$ cat config.mk
export PLATFORM = sky130hd
export DESIGN_NAME = mem_arbiter_flat
export DESIGN_NICKNAME = d
export VERILOG_FILES = /design/src/rtl/mem_arb_pkg.sv /design/src/rtl/mem_arbiter_if.sv /design/src/rtl/mem_arb_pick.sv /design/src/rtl/mem_arbiter.sv /design/src/flat_wrapper.sv
export SDC_FILE = /design/constraint.sdc
export NUM_CORES = 1
export LEC_CHECK = 0
export CAP_MARGIN = 20
export CORE_AREA = 4 4 128 130
export CTS_BUF_LIST = sky130_fd_sc_hd__clkbuf_8
export CTS_CLUSTER_DIAMETER = 40
export CTS_CLUSTER_SIZE = 8
export DETAILED_ROUTE_END_ITERATION = 6
export DIE_AREA = 0 0 132 134
export PLACE_DENSITY = 0.6
export SYNTH_ARGS = -nofsm -noshare
export SYNTH_HDL_FRONTEND = slang
export SYNTH_HIERARCHICAL = 1
export SYNTH_SLANG_ARGS = --single-unit
$ cat constraint.sdc
create_clock -name clk_i -period 3.65 [get_ports clk_i]
set_input_delay 0.365 -clock clk_i [delete_from_list [all_inputs] [get_ports clk_i]]
set_output_delay 0.365 -clock clk_i [all_outputs]
set_load 0.01 [all_outputs]
$ cat src/rtl/mem_arb_pkg.sv
// Shared types and constants for the two-master memory arbiter.
package mem_arb_pkg;

  typedef enum logic [1:0] {
    IDLE = 2'd0,
    ADDR = 2'd1,
    DATA = 2'd2
  } state_e;

  localparam int MAX_LEN_DEF = 4;
  localparam int CNT_W_DEF   = 3;

  localparam int M_CPU = 0;
  localparam int M_DMA = 1;

endpackage

$ cat src/rtl/mem_arbiter_if.sv
// Request/data bundle of one memory port; master drives requests and write beats, slave returns reads.
interface mem_arbiter_if #(
  parameter int CNT_W = 3
);

  logic             req_valid;
  logic             req_ready;
  logic [CNT_W-1:0] req_len;
  logic [3:0]       req_mask;
  logic [31:0]      req_addr;
  logic             req_we;
  logic             write_valid;
  logic [31:0]      write_data;
  logic             read_valid;
  logic [31:0]      read_data;
  logic             read_ack;

  modport master (
    output req_valid, req_len, req_mask, req_addr, req_we,
    output write_valid, write_data, read_ack,
    input  req_ready, read_valid, read_data
  );

  modport slave (
    input  req_valid, req_len, req_mask, req_addr, req_we,
    input  write_valid, write_data, read_ack,
    output req_ready, read_valid, read_data
  );

endinterface

$ cat src/rtl/mem_arb_pick.sv
// Winner selection: a lone requester wins, a tie goes to the master named by i_ptr.
module mem_arb_pick
  import mem_arb_pkg::*;
(
  input  logic [1:0] i_req,
  input  logic       i_ptr,
  output logic [1:0] o_grant
);

  always_comb begin
    o_grant = 2'b00;
    if (i_req[M_CPU] && i_req[M_DMA]) begin
      o_grant = i_ptr ? 2'b10 : 2'b01;
    end else if (i_req[M_CPU]) begin
      o_grant = 2'b01;
    end else if (i_req[M_DMA]) begin
      o_grant = 2'b10;
    end
  end

endmodule

$ cat src/rtl/mem_arbiter.sv
// Two-master (m0 = CPU, m1 = DMA/video) burst arbiter in front of one memory slave.
// Define MEM_ARBITER_RR_EN for round-robin tie-breaking; otherwise m0 always wins ties.
module mem_arbiter
  import mem_arb_pkg::*;
#(
  parameter int MAX_LEN = MAX_LEN_DEF,
  parameter int CNT_W   = CNT_W_DEF
) (
  input  logic          clk_i,
  input  logic          rst_ni,
  mem_arbiter_if.slave  m0,
  mem_arbiter_if.slave  m1,
  mem_arbiter_if.master s,
  output logic [1:0]    grant,
  output logic          busy
);

  state_e           r_state;
  state_e           w_next_state;
  logic [1:0]       r_grant;
  logic [1:0]       w_pick;
  logic [CNT_W-1:0] r_len;
  logic [CNT_W-1:0] r_cnt;
  logic             r_we;
  logic             w_ptr;
  logic             w_owner;
  logic             w_hs;
  logic             w_beat;
  logic             w_last;

  logic             w_o_req_valid;
  logic [CNT_W-1:0] w_o_len;
  logic [CNT_W-1:0] w_len_clamp;
  logic [3:0]       w_o_mask;
  logic [31:0]      w_o_addr;
  logic             w_o_we;
  logic             w_o_wvalid;
  logic [31:0]      w_o_wdata;
  logic             w_o_ack;

  // Zero-length bursts become single beats; oversize bursts are cut to one line.
  function automatic logic [CNT_W-1:0] clamp_len(input logic [CNT_W-1:0] len);
    if (len == '0) begin
      return CNT_W'(1);
    end else if (len > CNT_W'(MAX_LEN)) begin
      return CNT_W'(MAX_LEN);
    end else begin
      return len;
    end
  endfunction

  assign w_owner       = r_grant[M_DMA];
  assign w_o_req_valid = w_owner ? m1.req_valid   : m0.req_valid;
  assign w_o_len       = w_owner ? m1.req_len     : m0.req_len;
  assign w_o_mask      = w_owner ? m1.req_mask    : m0.req_mask;
  assign w_o_addr      = w_owner ? m1.req_addr    : m0.req_addr;
  assign w_o_we        = w_owner ? m1.req_we      : m0.req_we;
  assign w_o_wvalid    = w_owner ? m1.write_valid : m0.write_valid;
  assign w_o_wdata     = w_owner ? m1.write_data  : m0.write_data;
  assign w_o_ack       = w_owner ? m1.read_ack    : m0.read_ack;
  assign w_len_clamp   = clamp_len(w_o_len);

  assign w_hs   = (r_state == ADDR) && w_o_req_valid && s.req_ready;
  assign w_last = (r_cnt + CNT_W'(1)) == r_len;

  assign m0.read_data = s.read_data;
  assign m1.read_data = s.read_data;

  assign grant = r_grant;
  assign busy  = (r_state != IDLE);

  mem_arb_pick u_pick (
    .i_req   ({m1.req_valid, m0.req_valid}),
    .i_ptr   (w_ptr),
    .o_grant (w_pick)
  );

`ifdef MEM_ARBITER_RR_EN
  logic r_ptr;

  // After a completed transaction the other master gets the next tie.
  always_ff @(posedge clk_i or negedge rst_ni) begin
    if (!rst_ni) begin
      r_ptr <= 1'(M_CPU);
    end else if ((r_state == DATA) && w_beat && w_last) begin
      r_ptr <= ~w_owner;
    end
  end

  assign w_ptr = r_ptr;
`else
  assign w_ptr = 1'(M_CPU);
`endif

  always_ff @(posedge clk_i or negedge rst_ni) begin
    if (!rst_ni) begin
      r_state <= IDLE;
      r_grant <= 2'b00;
      r_len   <= '0;
      r_we    <= 1'b0;
      r_cnt   <= '0;
    end else begin
      r_state <= w_next_state;
      case (r_state)
        IDLE: r_grant <= w_pick;
        ADDR: begin
          if (w_hs) begin
            r_len <= w_len_clamp;
            r_we  <= w_o_we;
            r_cnt <= '0;
          end
        end
        DATA: begin
          if (w_beat) begin
            r_cnt <= r_cnt + CNT_W'(1);
            if (w_last) begin
              r_grant <= 2'b00;
            end
          end
        end
        default: r_grant <= 2'b00;
      endcase
    end
  end

  always_comb begin
    w_next_state   = r_state;
    w_beat         = 1'b0;
    s.req_valid    = 1'b0;
    s.req_len      = w_len_clamp;
    s.req_mask     = w_o_mask;
    s.req_addr     = w_o_addr;
    s.req_we       = w_o_we;
    s.write_valid  = 1'b0;
    s.write_data   = w_o_wdata;
    s.read_ack     = 1'b0;
    m0.req_ready   = 1'b0;
    m1.req_ready   = 1'b0;
    m0.read_valid  = 1'b0;
    m1.read_valid  = 1'b0;
    case (r_state)
      IDLE: begin
        if (|w_pick) begin
          w_next_state = ADDR;
        end
      end
      ADDR: begin
        s.req_valid  = w_o_req_valid;
        m0.req_ready = ~w_owner & s.req_ready;
        m1.req_ready =  w_owner & s.req_ready;
        if (w_hs) begin
          w_next_state = DATA;
        end
      end
      DATA: begin
        if (r_we) begin
          s.write_valid = w_o_wvalid;
          w_beat        = w_o_wvalid;
        end else begin
          s.read_ack    = w_o_ack;
          m0.read_valid = ~w_owner & s.read_valid;
          m1.read_valid =  w_owner & s.read_valid;
          w_beat        = s.read_valid & w_o_ack;
        end
        if (w_beat && w_last) begin
          w_next_state = IDLE;
        end
      end
      default: w_next_state = IDLE;
    endcase
  end

endmodule

$ cat src/flat_wrapper.sv
// flat-port wrapper written by rule: the top's interface ports become plain ports
module mem_arbiter_flat import mem_arb_pkg::*;
#(
  parameter int MAX_LEN = MAX_LEN_DEF,
  parameter int CNT_W   = CNT_W_DEF
)
  (clk_i, rst_ni, grant, busy, m0_req_valid, m0_req_len, m0_req_mask, m0_req_addr, m0_req_we, m0_write_valid, m0_write_data, m0_read_ack, m0_req_ready, m0_read_valid, m0_read_data, m1_req_valid, m1_req_len, m1_req_mask, m1_req_addr, m1_req_we, m1_write_valid, m1_write_data, m1_read_ack, m1_req_ready, m1_read_valid, m1_read_data, s_req_valid, s_req_len, s_req_mask, s_req_addr, s_req_we, s_write_valid, s_write_data, s_read_ack, s_req_ready, s_read_valid, s_read_data);
  mem_arbiter_if #(.CNT_W(CNT_W)) m0_i ();
  mem_arbiter_if #(.CNT_W(CNT_W)) m1_i ();
  mem_arbiter_if #(.CNT_W(CNT_W)) s_i ();
  input  logic clk_i;
  input  logic rst_ni;
  output logic [1:0] grant;
  output logic busy;
  input wire logic [$bits(m0_i.req_valid)-1:0] m0_req_valid;
  input wire logic [$bits(m0_i.req_len)-1:0] m0_req_len;
  input wire logic [$bits(m0_i.req_mask)-1:0] m0_req_mask;
  input wire logic [$bits(m0_i.req_addr)-1:0] m0_req_addr;
  input wire logic [$bits(m0_i.req_we)-1:0] m0_req_we;
  input wire logic [$bits(m0_i.write_valid)-1:0] m0_write_valid;
  input wire logic [$bits(m0_i.write_data)-1:0] m0_write_data;
  input wire logic [$bits(m0_i.read_ack)-1:0] m0_read_ack;
  output wire logic [$bits(m0_i.req_ready)-1:0] m0_req_ready;
  output wire logic [$bits(m0_i.read_valid)-1:0] m0_read_valid;
  output wire logic [$bits(m0_i.read_data)-1:0] m0_read_data;
  input wire logic [$bits(m1_i.req_valid)-1:0] m1_req_valid;
  input wire logic [$bits(m1_i.req_len)-1:0] m1_req_len;
  input wire logic [$bits(m1_i.req_mask)-1:0] m1_req_mask;
  input wire logic [$bits(m1_i.req_addr)-1:0] m1_req_addr;
  input wire logic [$bits(m1_i.req_we)-1:0] m1_req_we;
  input wire logic [$bits(m1_i.write_valid)-1:0] m1_write_valid;
  input wire logic [$bits(m1_i.write_data)-1:0] m1_write_data;
  input wire logic [$bits(m1_i.read_ack)-1:0] m1_read_ack;
  output wire logic [$bits(m1_i.req_ready)-1:0] m1_req_ready;
  output wire logic [$bits(m1_i.read_valid)-1:0] m1_read_valid;
  output wire logic [$bits(m1_i.read_data)-1:0] m1_read_data;
  output wire logic [$bits(s_i.req_valid)-1:0] s_req_valid;
  output wire logic [$bits(s_i.req_len)-1:0] s_req_len;
  output wire logic [$bits(s_i.req_mask)-1:0] s_req_mask;
  output wire logic [$bits(s_i.req_addr)-1:0] s_req_addr;
  output wire logic [$bits(s_i.req_we)-1:0] s_req_we;
  output wire logic [$bits(s_i.write_valid)-1:0] s_write_valid;
  output wire logic [$bits(s_i.write_data)-1:0] s_write_data;
  output wire logic [$bits(s_i.read_ack)-1:0] s_read_ack;
  input wire logic [$bits(s_i.req_ready)-1:0] s_req_ready;
  input wire logic [$bits(s_i.read_valid)-1:0] s_read_valid;
  input wire logic [$bits(s_i.read_data)-1:0] s_read_data;
  assign m0_i.req_valid = m0_req_valid;
  assign m0_i.req_len = m0_req_len;
  assign m0_i.req_mask = m0_req_mask;
  assign m0_i.req_addr = m0_req_addr;
  assign m0_i.req_we = m0_req_we;
  assign m0_i.write_valid = m0_write_valid;
  assign m0_i.write_data = m0_write_data;
  assign m0_i.read_ack = m0_read_ack;
  assign m0_req_ready = m0_i.req_ready;
  assign m0_read_valid = m0_i.read_valid;
  assign m0_read_data = m0_i.read_data;
  assign m1_i.req_valid = m1_req_valid;
  assign m1_i.req_len = m1_req_len;
  assign m1_i.req_mask = m1_req_mask;
  assign m1_i.req_addr = m1_req_addr;
  assign m1_i.req_we = m1_req_we;
  assign m1_i.write_valid = m1_write_valid;
  assign m1_i.write_data = m1_write_data;
  assign m1_i.read_ack = m1_read_ack;
  assign m1_req_ready = m1_i.req_ready;
  assign m1_read_valid = m1_i.read_valid;
  assign m1_read_data = m1_i.read_data;
  assign s_req_valid = s_i.req_valid;
  assign s_req_len = s_i.req_len;
  assign s_req_mask = s_i.req_mask;
  assign s_req_addr = s_i.req_addr;
  assign s_req_we = s_i.req_we;
  assign s_write_valid = s_i.write_valid;
  assign s_write_data = s_i.write_data;
  assign s_read_ack = s_i.read_ack;
  assign s_i.req_ready = s_req_ready;
  assign s_i.read_valid = s_read_valid;
  assign s_i.read_data = s_read_data;
  mem_arbiter #(.MAX_LEN(MAX_LEN), .CNT_W(CNT_W)) u_core (.clk_i(clk_i), .rst_ni(rst_ni), .m0(m0_i), .m1(m1_i), .s(s_i), .grant(grant), .busy(busy));
endmodule
# Word level (Yosys, flattened, before mapping)
# Index checks and enable logic that the tools add are counted.
# totals
ff_bits	11
in_bits	186
out_inout_bits	146
elab_cells	72
# classes
addsub	1
magnitude_cmp	1
eq_ne	8
muxes	37
n_bitwise	7
n_reduce_logical	13
# op_table
operator	n
$mux W32	2
$mux W1	18
$mux W2	8
$mux W3	5
$pmux W2 S3	2
$ne A2 B1 Y1 const B	5
$reduce_and A3 Y1	3
$pmux W3 S2	1
$and A1 B1 Y1	5
$logic_and A1 B1 Y1	4
$mux W4	1
$reduce_bool A2 Y1	2
$add A3 B1 Y3 const B	1
$eq A3 B3 Y1	1
$gt A3 B3 Y1 const B	1
$logic_not A3 Y1	1
$eq A2 B1 Y1 const B	1
$eq A2 B2 Y1 const B	1
$logic_not A2 Y1	1
$not A1 Y1	2
$reduce_and A2 Y1	1
$reduce_or A2 Y1	1

# Depth between registers and ports, before layout
# logic_depth
ltp_word	7
ltp_mapped	6
depth_no_buf	5

# Cells and area by module
# The synthesis kept the hierarchy.
# by_module_without_submodules
mod	n_inst	cells_each	area_per_inst_um2	seq_area_each_um2
mem_arbiter	1	216	2047.0	275.3
mem_arb_pick	1	3	18.8	0.0

# Least setup slack after synthesis
# OpenSTA, ideal clock, no wires.
# synth_timing
path_kind	register to output
start	reg u_core.r_grant[1], in the netlist u_core/grant[1]
end	out s_req_addr[0]
arrival_ns	1.400
required_time_ns	3.285
slack_ns	1.885
stages_incl_launch_ff	5
n_path_buf	3
path_cell_list	dfrtp_1 > buf_6 > clkbuf_1 > buf_2 > mux2_2
# synth_via
elab_chain_cells	1
# synth_lines
item	line_no	rtl
start, declared	mem_arbiter.sv:20	logic [1:0] r_grant;
start signal, assigned	mem_arbiter.sv:105	IDLE: r_grant <= w_pick;
$mux W32	mem_arbiter.sv:56	assign w_o_addr = w_owner ? m1.req_addr : m0.req_addr;
end, declared	flat_wrapper.sv:40	output wire logic [$bits(s_i.req_addr)-1:0] s_req_addr;
# Every way passes these cells.

# Worst setup path after layout
# layout_timing
start	reg u_core.r_grant[1], in the netlist u_core/grant[1]
end	out s_write_data[4]
# layout_via
elab_chain_cells	1
# layout_lines
item	line_no	rtl
$mux W32	mem_arbiter.sv:59	assign w_o_wdata = w_owner ? m1.write_data : m0.write_data;
end, declared	flat_wrapper.sv:43	output wire logic [$bits(s_i.write_data)-1:0] s_write_data;
# Every way passes these cells.

==> impl_results.md <==
* Run status: finished, final reports clean
* TritonCTS clock tree: built
* Worst voltage drop across the vdd grid at between 0.2 and 0.25 mV
* Internal power of the cells at 1070 µW
* Total negative slack at 0 ns
* Area contributors post-synth: mux2_2 (40%), buf_4 (23%), dfrtp_1 (13%), nor2_1 (2.0%), buf_2 (1.9%)
* Area Growth Syn to Fin at 102%
* Dominant synthesized flop cell: dfrtp_1
* Routed length per instance at approximately 19 µm
* Post-route fraction of the period consumed by the critical path at 80.1%
* Worst-path cell with the longest stage delay: dfrtp_4
* Startpoint class of the critical path: flip-flop
* Worst setup path startpoint: u_core/grant[1]$_DFFE_PN0P_
* Number of post-CTS setup repair buffers at 0
* Final count of negative-setup-slack endpoints at 0
* CTS H-tree depth at 1
* Total power of the final layout at 1730 µW
* Non-filler instance count after layout at 574
* Maximum number of pins on one net before global-route repair at a little under 50
* Last element of the critical path: s_write_data[4]
* Launch point of the worst reg-to-reg path: u_core/grant[1]$_DFFE_PN0P_
* Number of top-level design ports at about 330
* Total of max-cap violations at 0
* Placed Instances at 570
* Initial DRC Count at 78
* R2R Setup Slk at 1.60 ns
* Total grt overflow at 0
* Post-synth top area share at 39.8%
* Leading area contributor after synthesis: mux2_2
* Setup repair after global routing missed its margin: no
* Number of buffers added by the clock tree synthesis step at 3
* Number of nets in the layout at around 570
* Post-Synthesis Cell Area at ~2100 µm²
* Vias per cell at roughly 3.8
* Std-Cell Rows at 45
* Initial core utilization at 13.6%
* Register area at between 200 and 300 µm²
* Worst min-delay path class: in2async
* Switching Power at approximately 670 µW
* Die Outline Area at 17700 µm²
* Worst path max stage delay at about 0.84 ns
* Unique cell type count in the Yosys netlist at 35
* Sequential cell area fraction in the yosys report at roughly an eighth
* Initial antenna violation count at 1
* Power per standard cell area at slightly above 400 nW/µm²
* Vias in the first global route at 2453
* Fin worst setup slack at 0.726 ns
* Post-DRT Antenna Nets at 0
* Antenna diode count at 0
* Crit-path cells: buf_4 > mux2_2 > clkdlybuf4s50_1
* Number of remaining DRC errors at 0
* Proportion of register bits with asynchronous set or reset after synthesis at 100%
* Initial DRT Pass Iterations at 4
* Number of sinks on the clock net at 11
* Wire length of the first global-routing pass at ~15000 µm
* Die boundary height at 134 µm
* Pins Over Slew Limit at 0
* Standby leakage power at 0.00153 µW
* Mean instance size in the synthesized netlist at 9.43 µm²
* Worst endpoint data arrival time at 2.56 ns
* RR Endpoint: u_core/r_len[2]$_DFFE_PN0P_
* Reg power frac at around 17%
* Gates resized, CTS repair at 0
* Estimated wirelength of the detail-placed design at 9430 µm
* Global routing usage summed across all routing layers at 11.3%
* Final Wtd Congestion at roughly 0.96
* Critical Path RT at between 3 and 4 ns
* Commonest cells in the netlist: mux2_2 (73), buf_4 (64), dfrtp_1 (11), nor2_1 (11), buf_2 (8)
* Number of buffers on the longest clock path at 2
* Setup clock skew after layout at between 0.005 and 0.006 ns
* Filler Cell Count at 1605
* Post-CTS clock slew at the launch and capture registers of the worst setup and hold paths at 0.05 ns
* Part of the power in combinational logic at 76.0%
* Cell at the root of the clock tree: clkbuf_8
* Post-Syn Instances at 219
* Max_slew headroom at around 56%
* Routed Wire Length at 10800 µm
* Maximum net fanout on the critical path at 48
* Overall via count from detail_route at 2188
* Synthesis warning total at 6
* Combined area of the multi-input logic cells at between 1000 and 1500 µm²
* Clock latency of the later-clocked register in the worst-skew pair at 0.24 ns
* Shortest period the worst path allows at 2.92 ns
* Number of flops mapped to enable cells by yosys at 0
* Setup slack after placement at 0.960 ns
* Most instantiated library cell after synthesis: mux2_2
* Critical path capture point type: output pin
* Worst Path Class, Setup: reg2out
* Achievable clock frequency at 342 MHz
* Power share of the clock group at approximately 6.9%
* Tightest Pin Transition at 0.655 ns
* Proportion of total power due to net switching at 38.5%
* Floorplan core area at around 15000 µm²
* Layout cell share with drive strength beyond 1 at 21.8%
* Horizontal die dimension at 132 µm
* Post-CTS Hold Fix Bufs at 0
* Port buffer count at 235
* Final hold violations at 0
* Length in cells of the worst reg-to-reg path at 3
* Yosys reg bits at 11
[area by class of cell]
cell class                 count  share of cell area, %
sequential                    11                   6.68
timing repair buffer         236                   56.5
inverter                       4                  0.359
clock buffer                   3                  0.988
tap                          188                   5.63
clock inverter                 1                 0.0898
multi-input combinational    131                   29.8
[logic make-up after synthesis]
| logic type | count (synthesis) | share of synthesized area (%) |
|---|---|---|
| AND/OR/NAND/NOR | 33 | 8.24 |
| buffers and inverters | 78 | 26.7 |
| adder cells (fa/ha/maj) | 1 | 0.606 |
| other | 1 | 0.182 |
| AO/OA/AOI/OAI | 13 | 6.60 |
| XOR/XNOR | 4 | 1.70 |
| multiplexers | 78 | 42.7 |
| flip-flops | 11 | 13.3 |
[metrics by stage]
stage,utilization (%),area [µm²],hold WS [ns]
finish,27.6,4180,0.480
global route,27.6,4180,0.517
CTS,27.6,4180,0.503
detailed placement,27.3,4130,0.512
global placement,27.3,4130,0.493
floorplan,-,2070,0.0694
[routing by layer]
metal	GRT usage [%]	part of all wire, %
met3	4.46	9.7
met2	18.2	44
met5	0	0.12
met4	1.93	1.8
met1	14.6	44
[registers in the layout (all words and copies together), names as in the netlist]
signal / flops
u_core/r_state: 2
u_core/r_we: 1
u_core/r_len: 3
u_core/r_cnt: 3
u_core/grant: 2
[cell usage in the layout, fill, tap and decap left out]
cell type        count
and2_1               2
nor2_1              11
nand3_1              2
dfrtp_1             10
or2_2                1
dfrtp_4              1
mux2_2              73
mux2i_1              3
nand2b_1             2
clkdlybuf4s50_1    235
and4bb_2             1
ha_1                 1
nor3_1               2
o21ai_0              1
o21ai_1              1
nor2b_1              2
a2111oi_4            1
a21boi_1             2
nor3b_1              2
o22ai_1              1
a32oi_4              1
mux2_4               2
xnor2_1              3
a21boi_0             1
inv_1                5
clkbuf_8             3
a31oi_1              1
a22o_1               1
conb_1               2
buf_4                1
nand3b_1             2
nand2_1              6
a211oi_1             1
a32o_1               2
xor2_1               1
[critical path: cells and delay by family, from the launching register on]
kind,cells,cell delay (ns)
mux,1,0.44
flops,1,0.84
buf+inv,2,1.01
[power by group through the flow]
stage / registers [µW] / logic (µW) / clock network (µW)
after floorplan: 211 / 771 / 0
after global placement: 299 / 1320 / 0
after detailed placement: 302 / 1330 / 0
after CTS: 299 / 1340 / 125
after global routing: 316 / 1400 / 133
final: 296 / 1320 / 120
[how the worst min path moves through the flow]
stage                     slack (ns)  cells past startpoint                          end                         from
after floorplan                 0.07                      0  u_core/grant[0]$_DFFE_PN0P_                       rst_ni
after global placement          0.49                      2  u_core/r_cnt[1]$_DFFE_PN0P_  u_core/r_cnt[1]$_DFFE_PN0P_
after detailed placement        0.51                      2  u_core/r_cnt[1]$_DFFE_PN0P_  u_core/r_cnt[1]$_DFFE_PN0P_
after CTS                       0.50                      1  u_core/grant[0]$_DFFE_PN0P_                       rst_ni
after global routing            0.52                      1  u_core/grant[0]$_DFFE_PN0P_                       rst_ni
final                           0.48                      1  u_core/grant[0]$_DFFE_PN0P_                       rst_ni
Note: power is estimated with default switching activity, not from simulation.
